<file path="src/rtl/td4_pkg.sv">
// Shared constants and types for the TD4 3-digit 7-segment scanner.
package td4_pkg;

   localparam int unsigned NIB_W = 4;
   localparam int unsigned NDIG  = 3;
   localparam int unsigned SEG_W = 8;

   // Active-high gfedcba glyphs for hex digits 0..F
   localparam logic [6:0] HEX7SEG [16] = '{
      7'h3F, 7'h06, 7'h5B, 7'h4F, 7'h66, 7'h6D, 7'h7D, 7'h07,
      7'h7F, 7'h6F, 7'h77, 7'h7C, 7'h39, 7'h5E, 7'h79, 7'h71
   };

   localparam logic [SEG_W-1:0] SEG_OFF = 8'h00;

   typedef enum logic [1:0] {
      DIG1 = 2'd0,
      DIG2 = 2'd1,
      DIG3 = 2'd2
   } dig_e;

   typedef struct packed {
      logic [NDIG*NIB_W-1:0] data;
      logic [NDIG-1:0]       dpt;
      logic [NDIG-1:0]       blank;
   } disp_t;

endpackage

</file>
<file path="src/rtl/td4_hex7seg.sv">
// Combinational nibble to active-high 7-segment (gfedcba) decoder.
module td4_hex7seg
   import td4_pkg::*;
(
   input  logic [NIB_W-1:0] nib_i,
   output logic [6:0]       seg_c_o
);

   assign seg_c_o = HEX7SEG[nib_i];

endmodule

</file>
<file path="src/rtl/td4_seg_scan.sv">
// Time-multiplexed 3-digit 7-segment scanner with frame-synchronous
// double-buffered display data and an inter-digit ghosting guard.
module td4_seg_scan
   import td4_pkg::*;
#(
   parameter int unsigned SCAN_DIV    = 50000,
   parameter int unsigned GHOST_CYC   = 8,
   parameter bit          SEG_ACT_LOW = 1'b1,
   parameter bit          DIG_ACT_LOW = 1'b1
) (
   input  logic                    CLK_I,
   input  logic                    RSTN_I,
   input  logic [NDIG*NIB_W-1:0]   DATA_I,
   input  logic [NDIG-1:0]         DPT_I,
   input  logic [NDIG-1:0]         BLANK_I,
   input  logic                    LOAD_I,
   output logic [SEG_W-1:0]        SEG_O,
   output logic                    DP1OEN_O,
   output logic                    DP2OEN_O,
   output logic                    DP3OEN_O,
   output logic                    FRAME_O
);

   localparam int unsigned     PW       = (SCAN_DIV > 1) ? $clog2(SCAN_DIV) : 1;
   localparam logic [PW-1:0]   P_LAST   = PW'(SCAN_DIV - 1);
   localparam logic [PW-1:0]   P_GHOST  = PW'(GHOST_CYC);
   localparam logic [SEG_W-1:0] SEG_IDLE = SEG_ACT_LOW ? ~SEG_OFF : SEG_OFF;
   localparam logic [NDIG-1:0] EN_IDLE  = DIG_ACT_LOW ? 3'b111 : 3'b000;

   dig_e              idx_q;
   logic [PW-1:0]     p_q, p_d;
   disp_t             shadow_q, shadow_d;
   disp_t             disp_q, disp_d;
   disp_t             in_c;
   logic              pend_q, pend_d;
   logic              wrap_q, frame_q;
   logic [SEG_W-1:0]  seg_q, seg_d;
   logic [NDIG-1:0]   en_q, en_d;
   logic              slot_end_c, boundary_c;
   logic [NIB_W-1:0]  nib_c;
   logic              dp_c, blank_c;
   logic [NDIG-1:0]   en_hi_c;
   logic [SEG_W-1:0]  seg_hi_c;
   logic [6:0]        hex_c;

   assign in_c       = {DATA_I, DPT_I, BLANK_I};
   assign slot_end_c = (p_q == P_LAST);
   assign boundary_c = (idx_q == DIG3) && slot_end_c;

   // Prescaler and shadow/display buffering; a boundary load bypasses the shadow
   always_comb begin
      p_d      = slot_end_c ? '0 : p_q + PW'(1);
      shadow_d = shadow_q;
      disp_d   = disp_q;
      pend_d   = pend_q;
      if (LOAD_I) begin
         shadow_d = in_c;
         if (boundary_c) begin
            disp_d = in_c;
            pend_d = 1'b0;
         end else begin
            pend_d = 1'b1;
         end
      end else if (boundary_c && pend_q) begin
         disp_d = shadow_q;
         pend_d = 1'b0;
      end
   end

   // Digit mux; an out-of-range index shows nothing
   always_comb begin
      nib_c   = '0;
      dp_c    = 1'b0;
      blank_c = 1'b1;
      en_hi_c = '0;
      case (idx_q)
         DIG1: begin
            nib_c   = disp_q.data[3:0];
            dp_c    = disp_q.dpt[0];
            blank_c = disp_q.blank[0];
            en_hi_c = 3'b001;
         end
         DIG2: begin
            nib_c   = disp_q.data[7:4];
            dp_c    = disp_q.dpt[1];
            blank_c = disp_q.blank[1];
            en_hi_c = 3'b010;
         end
         DIG3: begin
            nib_c   = disp_q.data[11:8];
            dp_c    = disp_q.dpt[2];
            blank_c = disp_q.blank[2];
            en_hi_c = 3'b100;
         end
         default: ;
      endcase
   end

   td4_hex7seg u_hex (
      .nib_i   (nib_c),
      .seg_c_o (hex_c)
   );

   always_comb begin
      seg_hi_c = {dp_c, hex_c};
      en_d     = en_hi_c;
      if ((p_q < P_GHOST) || blank_c) begin
         seg_hi_c = SEG_OFF;
         en_d     = '0;
      end
      seg_d = SEG_ACT_LOW ? ~seg_hi_c : seg_hi_c;
      if (DIG_ACT_LOW) en_d = ~en_d;
   end

   // Digit-index FSM; the unused encoding falls back to DIG1
   always_ff @(posedge CLK_I) begin
      if (!RSTN_I) begin
         idx_q <= DIG1;
      end else begin
         case (idx_q)
            DIG1:    if (slot_end_c) idx_q <= DIG2;
            DIG2:    if (slot_end_c) idx_q <= DIG3;
            DIG3:    if (slot_end_c) idx_q <= DIG1;
            default: idx_q <= DIG1;
         endcase
      end
   end

   // Frame pulse lags the boundary by two so it lines up with digit1's guard on the pins
   always_ff @(posedge CLK_I) begin
      if (!RSTN_I) begin
         p_q      <= '0;
         shadow_q <= '0;
         disp_q   <= '0;
         pend_q   <= 1'b0;
         wrap_q   <= 1'b0;
         frame_q  <= 1'b0;
         seg_q    <= SEG_IDLE;
         en_q     <= EN_IDLE;
      end else begin
         p_q      <= p_d;
         shadow_q <= shadow_d;
         disp_q   <= disp_d;
         pend_q   <= pend_d;
         wrap_q   <= boundary_c;
         frame_q  <= wrap_q;
         seg_q    <= seg_d;
         en_q     <= en_d;
      end
   end

   assign SEG_O    = seg_q;
   assign DP1OEN_O = en_q[0];
   assign DP2OEN_O = en_q[1];
   assign DP3OEN_O = en_q[2];
   assign FRAME_O  = frame_q;

endmodule

</file>
<file path="config.mk">
export PLATFORM = sky130hd
export DESIGN_NAME = td4_seg_scan
export DESIGN_NICKNAME = d
export VERILOG_FILES = /design/src/rtl/td4_pkg.sv /design/src/rtl/td4_hex7seg.sv /design/src/rtl/td4_seg_scan.sv
export SDC_FILE = /design/constraint.sdc
export NUM_CORES = 1
export LEC_CHECK = 0
export ABC_AREA = 1
export BUFFER_PORTS_ARGS = -buffer_cell sky130_fd_sc_hd__buf_2
export CAP_MARGIN = 0
export CORE_MARGIN = 2
export CORE_UTILIZATION = 53
export DETAILED_ROUTE_END_ITERATION = 8
export PLACE_DENSITY = 0.79
export SETUP_SLACK_MARGIN = 0.02
export SLEW_MARGIN = 20
export SYNTH_ARGS = -nofsm -noshare
export SYNTH_HDL_FRONTEND = slang
export SYNTH_SLANG_ARGS = --single-unit
</file>
<file path="constraint.sdc">
create_clock -name CLK_I -period 1.71 [get_ports CLK_I]
set_input_delay 0 -clock CLK_I [delete_from_list [all_inputs] [get_ports CLK_I]]
set_output_delay 0 -clock CLK_I [all_outputs]
set_load 0.02 [all_outputs]
</file>
==> impl_results.md <==
* Outcome: finished, final reports clean
* Layout cells sized above 1 at between 10% and 20%
* CTS max path bufs at 2
* DPL Wire Length at roughly 4600 um
* Clk slew on worst S/H paths at roughly 0.070 ns
* Initial DRC Count at between 100 and 150
* Drt via density at around 4.9
* Placed instance area at around 3400 um^2
* Critical path class: reg2reg
* Reg2Reg Depth at 7
* Reg2Reg Setup Slack at roughly 0.12 ns
* DR top layer: met4
* CTS Sinks at just under 70
* Post-CTS Setup Repair Bufs at 0
* Row count at 28
* Final WS setup at 0.116 ns
* Io pins at 33
* Aggregate global routing overflow at 0
* Post-synthesis register bit count at between 60 and 70
* Crit path time final at between 1.5 and 2 ns
* Placer Congestion at a little under 0.9
* CTS tree: yes
* Final ANT Viol Nets at 0
* Syn_nets at 480
* Global-route wire length before repair at about 11,000 um
* Wire per inst at about 12 um
* R2R Path Start: p_q[0]
* Crit path DAT at ~1.8 ns
* Pwr Density at 877 nW/um^2
* RSZ-0062 raised after global routing: yes
* Final wirelength at between 6000 and 7000 um
* Initial core utilization at about 54%
* Max Cap Viol at 0
* Synth unique cells at 28
* Fin util at 66.6%
* Clock Latency Late Sink at between 0.3 and 0.4 ns
* Slew headroom at approximately 65%
* Endpoint class of the critical path: flop
* H-tree depth at 3
* Total track usage at between 20% and 30%
* Diodes inserted at 0
* DRC at 0
* Critical path required time at between 1.5 and 2 ns
* Mapped Cells at between 400 and 500
* Core area at roughly 5900 um^2
* Met3 WL post-DR at 329 um
* Worst hold endpoint: shadow_q[7]
* Die ar. at ~6600 um^2
* Setup WS pre-CTS at roughly 0.0079 ns
* Most numerous cell on the critical path: nand2_1
* Cells along the critical path: ha_1 -> nand3_1 -> nor2_2 -> nand2_1 -> nand2_1 -> buf_12 -> nor3b_1
* Leak pwr at approximately 1.7 nW
* Port buffer count at 32
* R2r endpoint: p_q[2]
* WL met2 at ~3200 um
* Worst IR drop on VDD at between 0.0007 and 0.0008 V
* Final Slew Violations at 0
* Hold depth at 3
* CTS buffer count at 9
* Hold crit path type: in2reg
* Worst Path Max Fanout at 11
* Vias at between 2,000 and 3,000
* Worst setup SP type: flop
* Maximum single-stage delay on the critical path at ~0.35 ns
* Worst slew pin tran at about 0.52 ns
* M1 WL at 3200 um
* Clock Skews at between 0.005 and 0.006 ns
* Hold_sp: DATA_I[1]
* Sequential share of the synthesized area at a little over two fifths
* Synth warn at 0
* Largest net degree at the start of global routing at 26
* Setup Total Neg Slack at 0 ns
* Nets@finish at between 500 and 600
* Crit path max-delay family: simple AND/OR/NAND/NOR gates
* TritonRoute pass-1 iters at 4
* Syn Area/Cell at 7.01 um^2
* Worst Path Buf+Inv at 1
* F_max at ~630 MHz
* Root Buffer: clkbuf_8
* Vias in the first global route at between 2,000 and 3,000
* Slowest cell on crit path: dfxtp_1
* Die extent in x at about 81 um
* Final Cycle Share at 93.2%
* Final instance area at around 3900 um^2
* Hold Fails Final Rpt at 0
* Antenna violations before repair at 0
* Final setup fails at 0
* P&R area growth vs syn at 23.0%
* Mapped Area at between 3000 and 4000 um^2
* Die height at between 80 and 90 um
## through the flow
step                      power [mW]  std cells  hold WS [ns]
after detailed placement        1.83        553         0.306
final                           3.42        587        0.0268
after CTS                       3.44        586        0.0160
after floorplan                 1.78        452         0.197
after global routing            3.53        587        0.0641
after global placement          1.82        553         0.303
## registers in the layout, summed over array words and instances (netlist names)
register / flops
FRAME_O: 1
SEG_O: 8
disp_q: 18
en_q: 3
idx_q: 2
p_q: 16
pend_q: 1
shadow_q: 18
wrap_q: 1
## worst min-delay path: stages
cell and delay (ns):
buf_2 0.08, o21ai_0 0.13, nor2_1 0.12
## timing repair
| action | 4_1_cts | 5_1_grt |
|---|---|---|
| hold buffers | 18 | 0 |
| endpoints found under the hold margin | 21 | 0 |
| gates cloned | 0 | 1 |
| pin swaps | 0 | 1 |
| resized for setup | 1 | 7 |
| setup endpoints to repair | 1 | 11 |
## placed cells by master (no fill, tap or decap), types with 2 or more instances in the layout
cell type	synthesis	layout
o21ai_0	25	25
nor3_1	3	3
nor2_1	68	67
o21ai_1	3	3
dfxtp_1	68	66
nor3b_1	3	3
xor2_1	2	2
buf_2	8	32
nor2_2	5	4
buf_4	0	7
nand4_1	20	20
ha_1	7	7
clkinvlp_4	0	2
nor2_4	2	4
nand3_2	3	3
a21oi_1	10	10
or2_2	19	19
inv_1	58	58
inv_2	7	7
bufinv_16	0	3
clkbuf_8	0	9
nand2_1	104	104
nand3_1	23	23
dlygate4sd3_1	0	18
nand4_4	1	2
buf_12	0	2
## how the worst max path moves through the flow
stage                         from       end  cells after the start
after floorplan           idx_q[0]  SEG_O[3]                     10
after global placement    idx_q[0]  SEG_O[3]                     10
after detailed placement  idx_q[0]  SEG_O[3]                     11
after CTS                 idx_q[0]  SEG_O[3]                     10
after global routing        p_q[0]  idx_q[0]                      8
final                       p_q[0]    p_q[2]                      7
## cell usage after synthesis
master | number | share of area (%)
o221ai_1 | 1 | 0.28
inv_2 | 7 | 0.83
o211ai_1 | 1 | 0.24
nand2_1 | 104 | 12
buf_2 | 8 | 1.3
o21ai_1 | 3 | 0.47
nand3_1 | 23 | 3.6
xnor2_1 | 1 | 0.28
nor2_2 | 5 | 0.99
or2_2 | 19 | 3.8
buf_1 | 2 | 0.24
buf_6 | 2 | 0.71
nor2_1 | 68 | 8.1
a21oi_1 | 10 | 1.6
nand3_2 | 3 | 0.95
xor2_1 | 2 | 0.55
clkinv_1 | 1 | 0.12
nor3b_1 | 3 | 0.71
ha_1 | 7 | 2.8
nand3b_1 | 1 | 0.24
nand4_1 | 20 | 3.9
nor3_1 | 3 | 0.47
o21ai_0 | 25 | 3.9
clkbuf_1 | 4 | 0.47
nor2_4 | 2 | 0.71
dfxtp_1 | 68 | 43
nand4_4 | 1 | 0.67
inv_1 | 58 | 6.9
## metal layers
metal,global-route usage (%),up-vias
met4,9.49,0
li1,-,1520
met5,0,-
met2,37.5,68
met1,27.3,1297
met3,4.78,12
## cell type report
cell class / instances / area (um^2)
multi-input cells: 303 / 1510
well taps: 75 / 93.8
inverters: 66 / 248
clock inverters: 6 / 114
flip-flops and latches: 68 / 1370
fillers: 488 / 1950
repair buffers: 60 / 444
clock buffers: 9 / 124
## logic make-up (layout without fill, tap and decap cells)
group	count (synthesis)	after routing	synth area share [%]
compound gates	40	40	6.51
flops	68	68	43.0
buf+inv	82	141	10.5
fa+ha+maj	7	7	2.76
simple gates	252	253	36.4
xor+xnor	3	3	0.829
## where the power goes
group | leakage, nW | switching (mW) | internal [mW]
Clock | 0.112 | 0.628 | 0.962
Combinational | 1.08 | 0.103 | 0.0969
Sequential | 0.555 | 0.0102 | 1.62
Total | 1.75 | 0.741 | 2.68
(Power assumes the default switching activity.)
